$ cat config.mk
export PLATFORM = sky130hd
export DESIGN_NAME = noc_msg_rx_parser_flat
export DESIGN_NICKNAME = d
export VERILOG_FILES = /design/src/rtl/noc_msg_rx_parser_if.sv /design/src/rtl/noc_msg_rx_parser.sv /design/src/flat_wrapper.sv
export SDC_FILE = /design/constraint.sdc
export NUM_CORES = 1
export LEC_CHECK = 0
export CAP_MARGIN = 20
export CORE_AREA = 4 4 161 163
export CTS_CLUSTER_SIZE = 12
export DETAILED_ROUTE_END_ITERATION = 10
export DIE_AREA = 0 0 165 167
export GPL_TIMING_DRIVEN = 0
export MAX_ROUTING_LAYER = met4
export PLACE_DENSITY = 0.69
export SLEW_MARGIN = 40
export SYNTH_ARGS = -nofsm -noshare
export SYNTH_HDL_FRONTEND = slang
export SYNTH_SLANG_ARGS = --single-unit
$ cat constraint.sdc
create_clock -name clk -period 5.57 [get_ports clk]
set_input_delay 1.671 -clock clk [delete_from_list [all_inputs] [get_ports clk]]
set_output_delay 1.671 -clock clk [all_outputs]
set_load 0.03 [all_outputs]
$ cat src/rtl/noc_msg_rx_parser_if.sv
// Handshake bundle for the NoC message RX parser.
// The slave modport is the parser's view: it receives flits and produces
// the header and body streams. The master modport is the opposite side
// (router plus downstream engine).
interface noc_msg_rx_parser_if #(
  parameter int DATA_W = 128,
  parameter int LEN_W  = 8
);
  logic              noc_in_val;
  logic [DATA_W-1:0] noc_in_data;
  logic              noc_in_rdy;

  logic              hdr_out_val;
  logic [DATA_W-1:0] hdr_out;
  logic [LEN_W-1:0]  hdr_out_body_len;
  logic              hdr_out_rdy;

  logic              body_out_val;
  logic [DATA_W-1:0] body_out_data;
  logic              body_out_last;
  logic              body_out_rdy;

  modport master (
    output noc_in_val, noc_in_data, hdr_out_rdy, body_out_rdy,
    input  noc_in_rdy, hdr_out_val, hdr_out, hdr_out_body_len,
           body_out_val, body_out_data, body_out_last
  );

  modport slave (
    input  noc_in_val, noc_in_data, hdr_out_rdy, body_out_rdy,
    output noc_in_rdy, hdr_out_val, hdr_out, hdr_out_body_len,
           body_out_val, body_out_data, body_out_last
  );
endinterface

$ cat src/rtl/noc_msg_rx_parser.sv
// Receive-side parser for beehive NoC messages.
// Captures the header flit into a register, offers it on the header port,
// then passes the msg_len body flits straight through with a last marker.
// Optional feature: define NOC_RX_TYPE_CHECK_EN to drop messages whose
// msg_type differs from EXP_MSG_TYPE and count them in drop_cnt.
// Header layout (top BASE_FLIT_W bits of the flit, MSB first):
//   dst_x[8] dst_y[8] dst_fbits[4] msg_len[LEN] msg_type[8]
//   src_x[8] src_y[8] src_fbits[4] rsvd[8]
`ifndef NOC_DATA_WIDTH
`define NOC_DATA_WIDTH 128
`endif
`ifndef MSG_LENGTH_WIDTH
`define MSG_LENGTH_WIDTH 8
`endif
`ifndef ETH_RX_FRAME
`define ETH_RX_FRAME 12
`endif

module noc_msg_rx_parser #(
  parameter int NOC_DATA_W   = `NOC_DATA_WIDTH,
  parameter int EXP_MSG_TYPE = `ETH_RX_FRAME,
  parameter int ERR_CNT_W    = 16
) (
  input  logic                 clk,
  input  logic                 rst,
  noc_msg_rx_parser_if.slave   bus,
  output logic [ERR_CNT_W-1:0] drop_cnt
);

  localparam int LEN_W       = `MSG_LENGTH_WIDTH;
  localparam int BASE_FLIT_W = 56 + LEN_W;
  localparam int LEN_LSB     = NOC_DATA_W - 20 - LEN_W;
  localparam int TYPE_LSB    = LEN_LSB - 8;

  typedef enum logic [1:0] {
    HDR_WAIT,
    HDR_OUT,
    BODY,
    DROP
  } state_t;

  state_t                state_q, state_d;
  logic [NOC_DATA_W-1:0] hdr_q;
  logic [LEN_W-1:0]      body_cnt_q, body_cnt_d;
  logic                  hdr_load;
  logic                  type_ok;
  logic [LEN_W-1:0]      msg_len_in;

  assign msg_len_in            = bus.noc_in_data[LEN_LSB +: LEN_W];
  assign bus.hdr_out           = hdr_q;
  assign bus.hdr_out_body_len  = hdr_q[LEN_LSB +: LEN_W];
  assign bus.body_out_data     = bus.noc_in_data;

`ifdef NOC_RX_TYPE_CHECK_EN
  localparam logic [7:0] EXP_TYPE = EXP_MSG_TYPE[7:0];
  logic drop_hdr;
  logic [ERR_CNT_W-1:0] drop_cnt_q;

  assign type_ok  = (bus.noc_in_data[TYPE_LSB +: 8] == EXP_TYPE);
  assign drop_hdr = (state_q == HDR_WAIT) && bus.noc_in_val && bus.noc_in_rdy && !type_ok;
  assign drop_cnt = drop_cnt_q;

  // Count rejected headers, sticking at all-ones instead of wrapping
  always_ff @(posedge clk) begin
    if (rst) begin
      drop_cnt_q <= '0;
    end else if (drop_hdr && (drop_cnt_q != {ERR_CNT_W{1'b1}})) begin
      drop_cnt_q <= drop_cnt_q + ERR_CNT_W'(1);
    end
  end
`else
  // Every header is accepted; the expected type is folded in only so it
  // stays referenced, the result is always true
  assign type_ok  = 1'b1 | (EXP_MSG_TYPE != 0);
  assign drop_cnt = '0;
`endif

  // State, captured header and remaining-body counter
  always_ff @(posedge clk) begin
    if (rst) begin
      state_q    <= HDR_WAIT;
      hdr_q      <= '0;
      body_cnt_q <= '0;
    end else begin
      state_q    <= state_d;
      body_cnt_q <= body_cnt_d;
      if (hdr_load) begin
        hdr_q <= bus.noc_in_data;
      end
    end
  end

  // Next state and handshake outputs; everything is held low during reset
  always_comb begin
    state_d           = state_q;
    body_cnt_d        = body_cnt_q;
    hdr_load          = 1'b0;
    bus.noc_in_rdy    = 1'b0;
    bus.hdr_out_val   = 1'b0;
    bus.body_out_val  = 1'b0;
    bus.body_out_last = 1'b0;
    if (!rst) begin
      case (state_q)
        HDR_WAIT: begin
          bus.noc_in_rdy = 1'b1;
          if (bus.noc_in_val) begin
            hdr_load   = 1'b1;
            body_cnt_d = msg_len_in;
            state_d    = type_ok ? HDR_OUT : DROP;
          end
        end
        HDR_OUT: begin
          bus.hdr_out_val = 1'b1;
          if (bus.hdr_out_rdy) begin
            state_d = (body_cnt_q == '0) ? HDR_WAIT : BODY;
          end
        end
        BODY: begin
          if (body_cnt_q == '0) begin
            state_d = HDR_WAIT;
          end else begin
            bus.body_out_val  = bus.noc_in_val;
            bus.noc_in_rdy    = bus.body_out_rdy;
            bus.body_out_last = (body_cnt_q == LEN_W'(1));
            if (bus.noc_in_val && bus.body_out_rdy) begin
              body_cnt_d = body_cnt_q - LEN_W'(1);
              if (body_cnt_q == LEN_W'(1)) begin
                state_d = HDR_WAIT;
              end
            end
          end
        end
        DROP: begin
          if (body_cnt_q == '0) begin
            state_d = HDR_WAIT;
          end else begin
            bus.noc_in_rdy = 1'b1;
            if (bus.noc_in_val) begin
              body_cnt_d = body_cnt_q - LEN_W'(1);
              if (body_cnt_q == LEN_W'(1)) begin
                state_d = HDR_WAIT;
              end
            end
          end
        end
        default: state_d = HDR_WAIT;
      endcase
    end
  end

endmodule

$ cat src/flat_wrapper.sv
// flat-port wrapper written by rule: the top's interface ports become plain ports
module noc_msg_rx_parser_flat 
#(
  parameter int NOC_DATA_W   = `NOC_DATA_WIDTH,
  parameter int EXP_MSG_TYPE = `ETH_RX_FRAME,
  parameter int ERR_CNT_W    = 16
)
  (clk, rst, drop_cnt, bus_noc_in_val, bus_noc_in_data, bus_hdr_out_rdy, bus_body_out_rdy, bus_noc_in_rdy, bus_hdr_out_val, bus_hdr_out, bus_hdr_out_body_len, bus_body_out_val, bus_body_out_data, bus_body_out_last);
  noc_msg_rx_parser_if #(.DATA_W((128)), .LEN_W((8))) bus_i ();
  input  logic clk;
  input  logic rst;
  output logic [ERR_CNT_W-1:0] drop_cnt;
  input wire logic [$bits(bus_i.noc_in_val)-1:0] bus_noc_in_val;
  input wire logic [$bits(bus_i.noc_in_data)-1:0] bus_noc_in_data;
  input wire logic [$bits(bus_i.hdr_out_rdy)-1:0] bus_hdr_out_rdy;
  input wire logic [$bits(bus_i.body_out_rdy)-1:0] bus_body_out_rdy;
  output wire logic [$bits(bus_i.noc_in_rdy)-1:0] bus_noc_in_rdy;
  output wire logic [$bits(bus_i.hdr_out_val)-1:0] bus_hdr_out_val;
  output wire logic [$bits(bus_i.hdr_out)-1:0] bus_hdr_out;
  output wire logic [$bits(bus_i.hdr_out_body_len)-1:0] bus_hdr_out_body_len;
  output wire logic [$bits(bus_i.body_out_val)-1:0] bus_body_out_val;
  output wire logic [$bits(bus_i.body_out_data)-1:0] bus_body_out_data;
  output wire logic [$bits(bus_i.body_out_last)-1:0] bus_body_out_last;
  assign bus_i.noc_in_val = bus_noc_in_val;
  assign bus_i.noc_in_data = bus_noc_in_data;
  assign bus_i.hdr_out_rdy = bus_hdr_out_rdy;
  assign bus_i.body_out_rdy = bus_body_out_rdy;
  assign bus_noc_in_rdy = bus_i.noc_in_rdy;
  assign bus_hdr_out_val = bus_i.hdr_out_val;
  assign bus_hdr_out = bus_i.hdr_out;
  assign bus_hdr_out_body_len = bus_i.hdr_out_body_len;
  assign bus_body_out_val = bus_i.body_out_val;
  assign bus_body_out_data = bus_i.body_out_data;
  assign bus_body_out_last = bus_i.body_out_last;
  noc_msg_rx_parser #(.NOC_DATA_W(NOC_DATA_W), .EXP_MSG_TYPE(EXP_MSG_TYPE), .ERR_CNT_W(ERR_CNT_W)) u_core (.clk(clk), .rst(rst), .bus(bus_i), .drop_cnt(drop_cnt));
endmodule
==> results.txt, run 1 <==
For this design the static power due to leakage is 4.462 nW. The count of H-tree levels built during CTS is 4. The utilization after layout is 46.50%.

Summing the areas of all compound-gate instances in the mapped netlist gives 13.48% of the synthesized area. Walking the worst path, the cells encountered are clkdlybuf4s50_1, clkbuf_2, clkbuf_1, nor2_1, clkdlybuf4s50_1. The mux cell area share after synthesis is 0%.

Clock-pin slew was measured on the worst setup and hold paths at 0.06 ns. The xor and xnor area share after synthesis is 0%. The completed layout was analyzed and its total power is 3.246 mW. Each instance of the synthesized netlist takes up on average 7.737 um2. The final cell count without fillers is 1,577. At the worst endpoint, the required time is 3.90 ns. The critical-path maximum fanout came out at 10.

Setup repair after global routing left no endpoint under its margin. The area inside the core boundary is 0.02432 mm2. The area share of fa/ha/maj cells after synthesis came out at 0.4018%.

The distinct cell type count of the synthesized netlist is 35. TritonCTS built the clock tree. Setup violations remaining at the end of the flow were counted as 0. The number of endpoints with negative hold slack in the final report was 0. The number of max-cap violations came out at 0. The count of vias placed by the detailed router is 6,620. The multi-input combinational cell area is 0.002163 mm2.

The cell count after placement came out at 1,544. The synthesis-to-layout area growth came out at 81.58%. Counting flops with an async set or reset pin after synthesis yields a share of 0%. Entering global routing, the biggest net connects 17 pins.

The net switching fraction of the power is 31.79%. The simple-gate share of the synthesized area came out at 19.89%. The global-route wire length before repair came out at 34,870 um.

The internal power summed over all cells is 2.214 mW. Counting the fill cells in the layout gives 2,377. Clock tree synthesis selected as its root buffer the cell clkbuf_16.

The count of nets left with antenna violations once routing finished came out at 0. In the final routed layout, each cell accounts on average for 14.64 um. The number of storage elements in the synthesis netlist is 138.

The clock network burns 35.9% of the power. The summed instance area of the synthesized netlist is 0.006228 mm2. The starting utilization of the core area is 25.61%. The part of the total power dissipated in sequential elements came out at 34.2%. The portion of the clock cycle consumed by the worst path in the final layout is 97.01%. The via count of the first global-routing pass came out at 6,575. Cells with a size suffix above 1 make up 16.23% of the layout.

The most instantiated flip-flop cell in the synthesis netlist is dfxtp_1. The final number of max-transition violations is 0. The shortest period the worst path allows is 5.403 ns. The cell occurring most often along the worst timing path is clkdlybuf4s50_1. The buffer levels on the longest clock path is 2. Hold repair after CTS inserted 0 buffers. The synthesized design contains 0 enable-type register cells. The number of violations reported at the end of detailed-routing iteration 0 is 302. The number of antenna violations at the first check in global routing is 2. Global routing used 16.52% of the available tracks across all layers. In this design, the stage delay of the slowest critical-path cell is 0.63 ns. The pin slew with the least headroom to its limit came out at 0.7569 ns. The highest attainable clock frequency is 0.1851 GHz.

The headroom to the max-slew limit came out at 49.54%. After synthesis, the largest family of logic cells by area is buffers and inverters. The placed standard-cell area came out at 0.01069 mm2. Summing all flip-flop and latch instances after layout gives 0.002763 mm2.

Clock tree synthesis found a total of 138 sinks. The x dimension of the die is 165 um. After routing the design area is 0.01131 mm2. The number of buffers created by CTS is 17. The total I/O pin count is 417. The die is 167 um tall. Input and output buffers added on the ports amount to 400.

Routability-driven placement finished with a final weighted congestion of 0.7993. The run finished with clean final reports. The power dissipated by switching net loads is 1.032 mW. The row count is 57. During synthesis, Yosys emitted a total of 0 warnings.

The start-to-end type of the worst setup path is input port to output port. The post-route DRC violation count came out at 0. Across the routed clock network, the largest skew measured is 0.008123 ns.

The full die area came out at 0.02756 mm2. The average via count per standard cell is 4.198. The source-to-sink clock delay at the later pin of the worst-skew pair is 0.42 ns.

The worst min-delay path category is flop to flop. The data arrival time of the worst path came out at 3.73 ns. The first detailed-routing pass ran for 4 iterations. The final wirelength is 23,090 um. Summed over all nets, the half-perimeter wirelength after detailed placement is 18,800 um. The worst-case IR drop observed on VDD is 0.0001780 V. The residual overflow from global routing came out at 0. The net count of the finished layout is 1,374. The number of standard cells after synthesis is 805. The slowest stage of the critical path belongs to the cell clkdlybuf4s50_1. The worst setup path is launched from an input port. In this run the power density over the cells is 287.0 mW/mm2.

The sequential element share of the synthesized area came out at 44.36%. STA classifies the critical path endpoint as an output port. The combinational fraction of design power came out at 29.9%.
## power groups by stage
stage,clock [mW],sequential (mW),combinational (mW)
finish,1.17,1.11,0.969
global route,1.25,1.12,1.04
CTS,1.20,1.11,0.981
detailed placement,0,1.13,0.977
global placement,0,1.13,0.973
floorplan,0,1.26,0.411
## registers in the layout, indices dropped and copies added (netlist names)
name	count
u_core.state_q	2
u_core.body_cnt_q	8
u_core.bus.hdr_out	128
## critical path, delay by kind of cell
family / cells / cell delay [ns]
buffers and inverters: 4 / 1.96
and+or+nand+nor: 1 / 0.10
## through the flow
step / hold slack (ns) / worst slack, ns / setup TNS (ns)
after floorplan: 0.4765 / 1.039 / 0
after global placement: 0.4414 / -0.07940 / -0.07940
after detailed placement: 0.4453 / -0.1189 / -0.1189
after CTS: 0.4535 / 0.1217 / 0
after global routing: 0.4708 / 0.04108 / 0
final: 0.4514 / 0.1666 / 0
## cell usage after synthesis (2+ instances only)
cell / count / area [um2]
nand2_1: 263 / 987.2
buf_4: 153 / 1149
a21oi_1: 138 / 690.7
dfxtp_1: 138 / 2763
clkbuf_1: 35 / 131.4
buf_2: 9 / 45.04
o21ai_0: 7 / 35.03
inv_1: 6 / 22.52
nor2_1: 6 / 22.52
nor4_1: 6 / 37.54
nor3_1: 4 / 20.02
nand2b_1: 3 / 18.77
nand3_1: 3 / 15.01
or3_1: 3 / 18.77
or3b_2: 3 / 26.28
a31oi_1: 2 / 12.51
ha_1: 2 / 25.02
nor3b_2: 2 / 25.02
nor4b_1: 2 / 17.52
o2111ai_1: 2 / 17.52
o211ai_1: 2 / 15.01
o311ai_0: 2 / 17.52
or4_4: 2 / 22.52
## layer usage
| layer | global-route usage (%) | share of wire (%) | vias up |
|---|---|---|---|
| li1 | - | - | 3332 |
| met1 | 17.41 | 38 | 2979 |
| met2 | 29.69 | 51 | 287 |
| met3 | 5.042 | 9.2 | 22 |
| met4 | 4.376 | 1.6 | 0 |
| met5 | - | 0 | - |
## layout by cell type (no fill, tap or decap), types with 7 or more instances in the layout
cell type and n:
conb_1 16, clkbuf_1 34, nand2_1 263, dfxtp_1 138, clkbuf_16 17, buf_4 153
a21oi_1 138, clkdlybuf4s50_1 400, buf_2 9, o21ai_0 7
## repair_timing
item / in CTS / in global routing
setup endpoints to repair: 1 / 0
resized for setup: 1 / 0
endpoints found under the hold margin: 0 / 0
setup buffers: 0 / 0
## path summary, 6_finish.rpt
path | start | slack [ns] | end | depth (start not counted)
min reg2reg | u_core.bus.hdr_out[112] | 0.45 | u_core.bus.hdr_out[112] | 2
min | u_core.bus.hdr_out[112] | 0.45 | u_core.bus.hdr_out[112] | 2
max | rst | 0.17 | bus_hdr_out_val | 5
max reg2reg | u_core.state_q[0] | 3.29 | u_core.bus.hdr_out[104] | 6
## cell families after synthesis
| family | count (synthesis) |
|---|---|
| compound gates | 159 |
| fa+ha+maj | 2 |
| buf+inv | 204 |
| flops | 138 |
| other cells | 1 |
| simple gates | 301 |
## area by class of cell
class	count	area share (%)
repair buffers	400	35.40
flip-flops and latches	138	24.43
multi-input cells	478	19.13
plain buffers	198	11.84
clock buffers	19	3.916
well taps	324	3.584
clock inverters	12	1.460
inverters	6	0.1991
diodes	2	0.04425
Note: power is estimated with default switching activity, not from simulation.
==> run 2: changes to the inputs <==
CORE_AREA = 2 2 164 166   (was 4 4 161 163)
DIE_AREA = 0 0 166 168   (was 0 0 165 167)
PLACE_DENSITY = 0.66   (was 0.69)
==> run 2 against run 1 <==
Compared with the run above:
- hold slack barely moved
- clock power about the same
- via count decreased by 0.36%
- largest power group unchanged
- highest routed layer unchanged
==> results.txt, run 2 (same netlist as run 1, synthesis figures left out) <==
The run finished with clean final reports. The length of the first detailed-routing pass in iterations came out at 4. The total setup violations reported at the end of the flow is 0.

Among the stages of the critical path, the cell type that occurs most often is clkdlybuf4s50_1. After clock tree synthesis, the clock-pin slew on the worst setup and hold paths is 0.06 ns. For the worst flop-to-flop path, the logic depth is 6. After layout, the worst setup slack is 0.1692 ns. The shortest period the worst path allows came out at 5.401 ns. Walking the worst path, the cells encountered are clkdlybuf4s50_1, clkbuf_2, clkbuf_1, nor2_1, clkdlybuf4s50_1.

The start-to-end type of the worst setup path is input port to output port. The maximum clock skew at final layout came out at 0.009059 ns. The cell count after placement came out at 1,561.

The count of H-tree levels built during CTS came out at 4. The post-CTS repair timing setup buffer count is 0. The total I/O pin count is 417. Summing over every cut layer, the via total after detailed routing is 6,596. The total number of clock tree sinks is 138. Setup repair after global routing left no endpoint under its margin. The final wirelength came out at 22,830 um. The starting utilization of the core area is 23.64%.

The pin slew with the least headroom to its limit came out at 0.7166 ns. The worst slack at placement is -0.1122 ns. Of the cells placed in the final design, the portion with a size suffix greater than 1 is 16.29%.

The chip height is 168 um. Compared with the post-synthesis result, the final layout area differs by 82.06%. The path class of the tightest hold or removal check is flop to flop. The clock tree from TritonCTS is built.

The final number of max-transition violations is 0. The residual overflow from global routing came out at 0. The highest attainable clock frequency came out at 0.1852 GHz. Counting the fill cells in the layout gives 2,651.

The number of max-cap violations is 0. Measured along the x axis, the die boundary spans 166 um. Data on the critical path is required at its endpoint by 3.90 ns. The worst setup path is launched from an input port. The portion of the clock cycle consumed by the worst path in the final layout came out at 96.96%. The number of flip-flops in the largest register came out at 128. The headroom to the max-slew limit is 52.22%. For the worst setup path, the data arrival time is 3.73 ns. Routability-driven placement finished with a final weighted congestion of 0.8245.

The worst setup path is captured at an output port. The average via count per standard cell is 4.138. The final total negative setup slack is 0 ns.

The die covers 0.02789 mm2. The global-route wire length before repair is 34,680 um. Global routing used 16.20% of the available tracks. The number of antenna violations at the first check in global routing came to 1. Clock tree synthesis inserted a total of 17 buffers. The number of violations reported at the end of detailed-routing iteration 0 is 277. The number of endpoints with negative hold slack in the final report came out at 0. Leaving out fill and tap cells, the most frequent cell in the layout is clkdlybuf4s50_1.

The maximum ir drop on the vdd rail came out at 0.0001868 V. The final cell count without fillers came out at 1,594. In the final routed layout, each cell accounts on average for 14.32 um. The net count of the finished layout is 1,374.

The library cells used most frequently in the layout, excluding fill and tap cells, are clkdlybuf4s50_1 (400), nand2_1 (263), buf_4 (153). The areal power density over the cells came out at 289.1 mW/mm2. The largest individual stage delay along the critical path comes from the cell clkdlybuf4s50_1. The number of nets still failing antenna checks after routing is 0.

The critical-path maximum fanout came out at 10. The count of buffers added on input and output ports is 400. The placed wire-length estimate after detailed placement came out at 18,060 um. The via count of the first global-routing pass was 6,299. The largest single stage delay on the critical path is 0.64 ns. The post-route DRC violation count is 0.

The cell leakage power is 4.473 nW. CTS placed an instance of clkbuf_16 at the clock tree root. The source-to-sink clock delay at the later pin of the worst-skew pair came out at 0.42 ns. The row count came out at 60. The area inside the core boundary is 0.02635 mm2. The buffer levels on the longest clock path came out at 2. The worst hold path cell count came out at 2. The pin count of the biggest net entering global routing came out at 17.
==> run 2: worst max-delay path, delay by kind of cell <==
kind / cells / cell delay, ns
buf+inv: 4 / 1.95
simple gates: 1 / 0.10
==> run 2: metal layers <==
layer	track usage, %	wire length [um]	part of all wire (%)
met1	18.93	9689	42
met2	27.93	11460	50
met3	4.325	1462	6.4
met4	3.554	217	0.95
met5	-	0	0
==> run 2: worst paths after layout <==
check	slack [ns]	start	end
worst max-delay path	0.17	rst	bus_hdr_out_val
worst min-delay path	0.45	u_core.bus.hdr_out[127]	u_core.bus.hdr_out[127]
worst max register to register	3.50	u_core.state_q[0]	u_core.bus.hdr_out[57]
worst min register to register	0.45	u_core.bus.hdr_out[127]	u_core.bus.hdr_out[127]
==> run 2: cell type report <==
| class | instances | area [um2] | share of cell area [%] |
|---|---|---|---|
| plain buffers | 198 | 1339 | 11.81 |
| clock buffers | 20 | 456.7 | 4.027 |
| flip-flops and latches | 138 | 2763 | 24.36 |
| multi-input cells | 478 | 2163 | 19.08 |
| inverters | 6 | 22.52 | 0.1986 |
| well taps | 341 | 426.7 | 3.763 |
| repair buffers | 400 | 4004 | 35.31 |
| clock inverters | 12 | 162.7 | 1.434 |
| diodes | 1 | 2.502 | 0.02207 |
==> run 2: power by group <==
part | switching, mW | internal, mW | total (mW)
registers | 0.0442 | 1.06 | 1.11
logic | 0.541 | 0.430 | 0.971
clock network | 0.463 | 0.736 | 1.20
total | 1.05 | 2.23 | 3.28
==> run 2: through the flow <==
stage	instance area (um2)	hold slack (ns)	total power, mW	utilization [%]
floorplan	6285	0.4765	1.671	-
finish	11340	0.4513	3.278	43.03
detailed placement	10720	0.4455	2.108	40.67
CTS	11340	0.4541	3.327	43.02
global route	11340	0.4722	3.438	43.03
global placement	10720	0.4409	2.101	40.66
==> run 2: repair_timing <==
item,in CTS,in global routing
gates resized for setup,1,0
hold buffers,0,0
endpoints found under the setup margin,1,0
==> run 3: changes to the inputs <==
CORE_AREA = 2 2 163 165   (was 2 2 164 166)
CTS_BUF_LIST = sky130_fd_sc_hd__clkbuf_8   (was not set)
DIE_AREA = 0 0 165 167   (was 0 0 166 168)
clock period = 5.9 ns   (was 5.57 ns; I/O delays follow)
==> run 3 against run 2 <==
Compared with the run above:
- sequential power shrank 6%
- register-to-register slack better by 0.07 ns
- largest power group is now sequential cells
- clock-buffer cell count shrank 3
- total power decreased by 17%
- critical path type unchanged
- worst setup slack improved by 0.12 ns
- critical path depth unchanged
- sequential share of layout area grew 0.54 points
- via count decreased by 0.36%
- highest routed layer unchanged
- hold slack gained 0.0020 ns
==> results.txt, run 3 (same netlist as run 1, synthesis figures left out) <==
Using the TritonRoute via totals, the vias-per-cell ratio works out to 4.141. The maximum clock skew at final layout came out at 0.01075 ns. The endpoint of the worst hold-timing path is u_core.bus.hdr_out[109].

The register with the most flip-flops in the layout has 128 of them. The count of vias placed by the detailed router is 6,572. The length of the first detailed-routing pass in iterations came out at 4. The overall power consumption is 2.732 mW. The slowest stage of the critical path belongs to the cell clkdlybuf4s50_1. In the routed design, unresolved DRC markers number 0. The count of cells along the worst register-to-register path is 6. The count of H-tree levels built during CTS is 4. The worst setup path is launched from an input port. The final number of max-transition violations is 0. The number of violations reported at the end of detailed-routing iteration 0 came out at 249. The beginning of the worst hold path is u_core.bus.hdr_out[109].

Once the floorplan was initialized, standard cells occupied 24.18% of the core. The final estimated routing congestion in global placement came out at 0.8080. The tightest hold margin came out at 0.4533 ns. The row count came out at 59. The most common cell after layout, fill and taps aside is clkdlybuf4s50_1. Setup repair after global routing left no endpoint under its margin. The reg-to-reg startpoint is u_core.state_q[0]. On the worst path, the slowest cell contributes a delay of 0.62 ns.

The placed wire-length estimate after detailed placement is 18,200 um. The number of endpoints with negative hold slack in the final report came out at 0. Setup violations remaining at the end of the flow were counted as 0. Across every metal layer, demand over resource in global routing totals 16.48%. The first global-routing pass estimated 34,150 um of wire. The worst register-to-register path ends at u_core.bus.hdr_out[75]. The x dimension of the die is 165 um.

The maximum ir drop on the vdd rail is 0.0001112 V. The final cell count without fillers is 1,587. The highest attainable clock frequency came out at 0.1781 GHz. In the layout the commonest cells are clkdlybuf4s50_1 (400), nand2_1 (263), buf_4 (153). At the worst endpoint, the arrival time is 3.85 ns. The source-to-sink clock delay at the later pin of the worst-skew pair is 0.43 ns. In this design, the critical path's most frequently occurring cell is clkdlybuf4s50_1. Of all nets on the critical path, the largest fanout is 10.

The floorplan step defined a die boundary enclosing 0.02756 mm2. The fraction of layout cells with a size suffix above 1 is 16.07%. After layout, the worst path uses 95.17% of the clock period.

The number of placed instances, taps included, is 1,555. The cell sitting at the root of the clock tree is a clkbuf_8. The capturing element type of the critical path is an output port. Summed over all cells, the static leakage comes to 4.356 nW.

The critical path is of the input port to output port type. The via count of the first global-routing pass is 6,353. TritonCTS built the clock tree. The total I/O pin count is 417.

The setup slack of the most critical reg-to-reg path is 3.57 ns. The areal power density over the cells came out at 246.3 mW/mm2. The buffer levels on the longest clock path came out at 2. The pin slew with the least headroom to its limit is 0.7553 ns. Traced cell by cell, the critical path runs through clkdlybuf4s50_1, clkbuf_2, clkbuf_1, nor2_1, clkdlybuf4s50_1. The run finished with clean final reports. After global routing the overflow that remains totals 0. The post-cts hold buffer count is 0.

The number of nets still failing antenna checks after routing came out at 0. In this run the worst hold path is classified as flop to flop. The chip height is 167 um.

The number of buffers added on ports came out at 400. Counting the buffers created by CTS gives 17. In the final design database the tool counted 1,374 nets. The synthesis-to-layout area growth is 78.12%. The worst hold path cell count is 2. The final wirelength is 22,760 um. The total number of clock tree sinks is 138. The average wire per cell in the routed design is 14.34 um. The shortest period the worst path allows is 5.615 ns. After clock tree synthesis, the clock-pin slew on the worst setup and hold paths is 0.08 ns. The core region is 0.02576 mm2. Measured against its own limit, the worst slew margin works out to 49.64%. STA puts the critical path data required time at 4.13 ns.

The number of antenna violations at the first check in global routing is 1. The pin count of the biggest net entering global routing came out at 17. The number of max-cap violations is 0.
run 3: how the worst max path moves through the flow:
| stage | slack [ns] | startpoint | endpoint |
|---|---|---|---|
| after detailed placement | -0.07 | rst | bus_hdr_out_val |
| after CTS | 0.21 | rst | bus_hdr_out_val |
| after floorplan | 1.17 | rst | bus_body_out_val |
| final | 0.28 | rst | bus_hdr_out_val |
| after global routing | 0.12 | rst | bus_hdr_out_val |
| after global placement | -0.07 | rst | bus_hdr_out_val |
run 3: layout make-up:
class                   instances  area, um2
clock inverters                14      148.9
fillers                      2615      14670
plain buffers                 198       1338
diodes                          1      2.502
inverters                       6      22.52
repair buffers                400       4004
flip-flops and latches        138       2763
well taps                     335      419.2
clock buffers                  17      234.0
multi-input cells             478       2163
run 3: worst max-delay path, delay by kind of cell:
kind                   cells  cell delay [ns]
buffers and inverters      4             1.96
and+or+nand+nor            1             0.10
run 3: routing by layer:
layer / up-vias / GRT usage (%) / routed length [um]
li1: 3323 / - / -
met1: 2955 / 18.29 / 8914
met2: 280 / 29.78 / 11890
met3: 14 / 3.786 / 1734
met4: 0 / 3.554 / 220
met5: - / - / 0
run 3: what timing repair did:
action	in CTS	in global routing
hold endpoints to repair	0	0
endpoints found under the setup margin	1	0
gates resized for setup	1	0
setup buffers	0	0
run 3: power breakdown:
part           internal (mW)  leakage, nW  switching (mW)
clock network          0.376        0.184           0.397
registers               1.00         1.13          0.0417
logic                  0.406         3.04           0.509
total                   1.78         4.36           0.948
run 3: stage by stage:
stage / instance area, um2 / worst slack, ns / TNS, ns / util, %
after floorplan: 6285 / 1.171 / 0 / -
after global placement: 10710 / -0.06703 / -0.06703 / 41.56
after detailed placement: 10710 / -0.06797 / -0.06797 / 41.56
after CTS: 11090 / 0.2142 / 0 / 43.05
after global routing: 11090 / 0.1167 / 0 / 43.06
final: 11090 / 0.2848 / 0 / 43.06
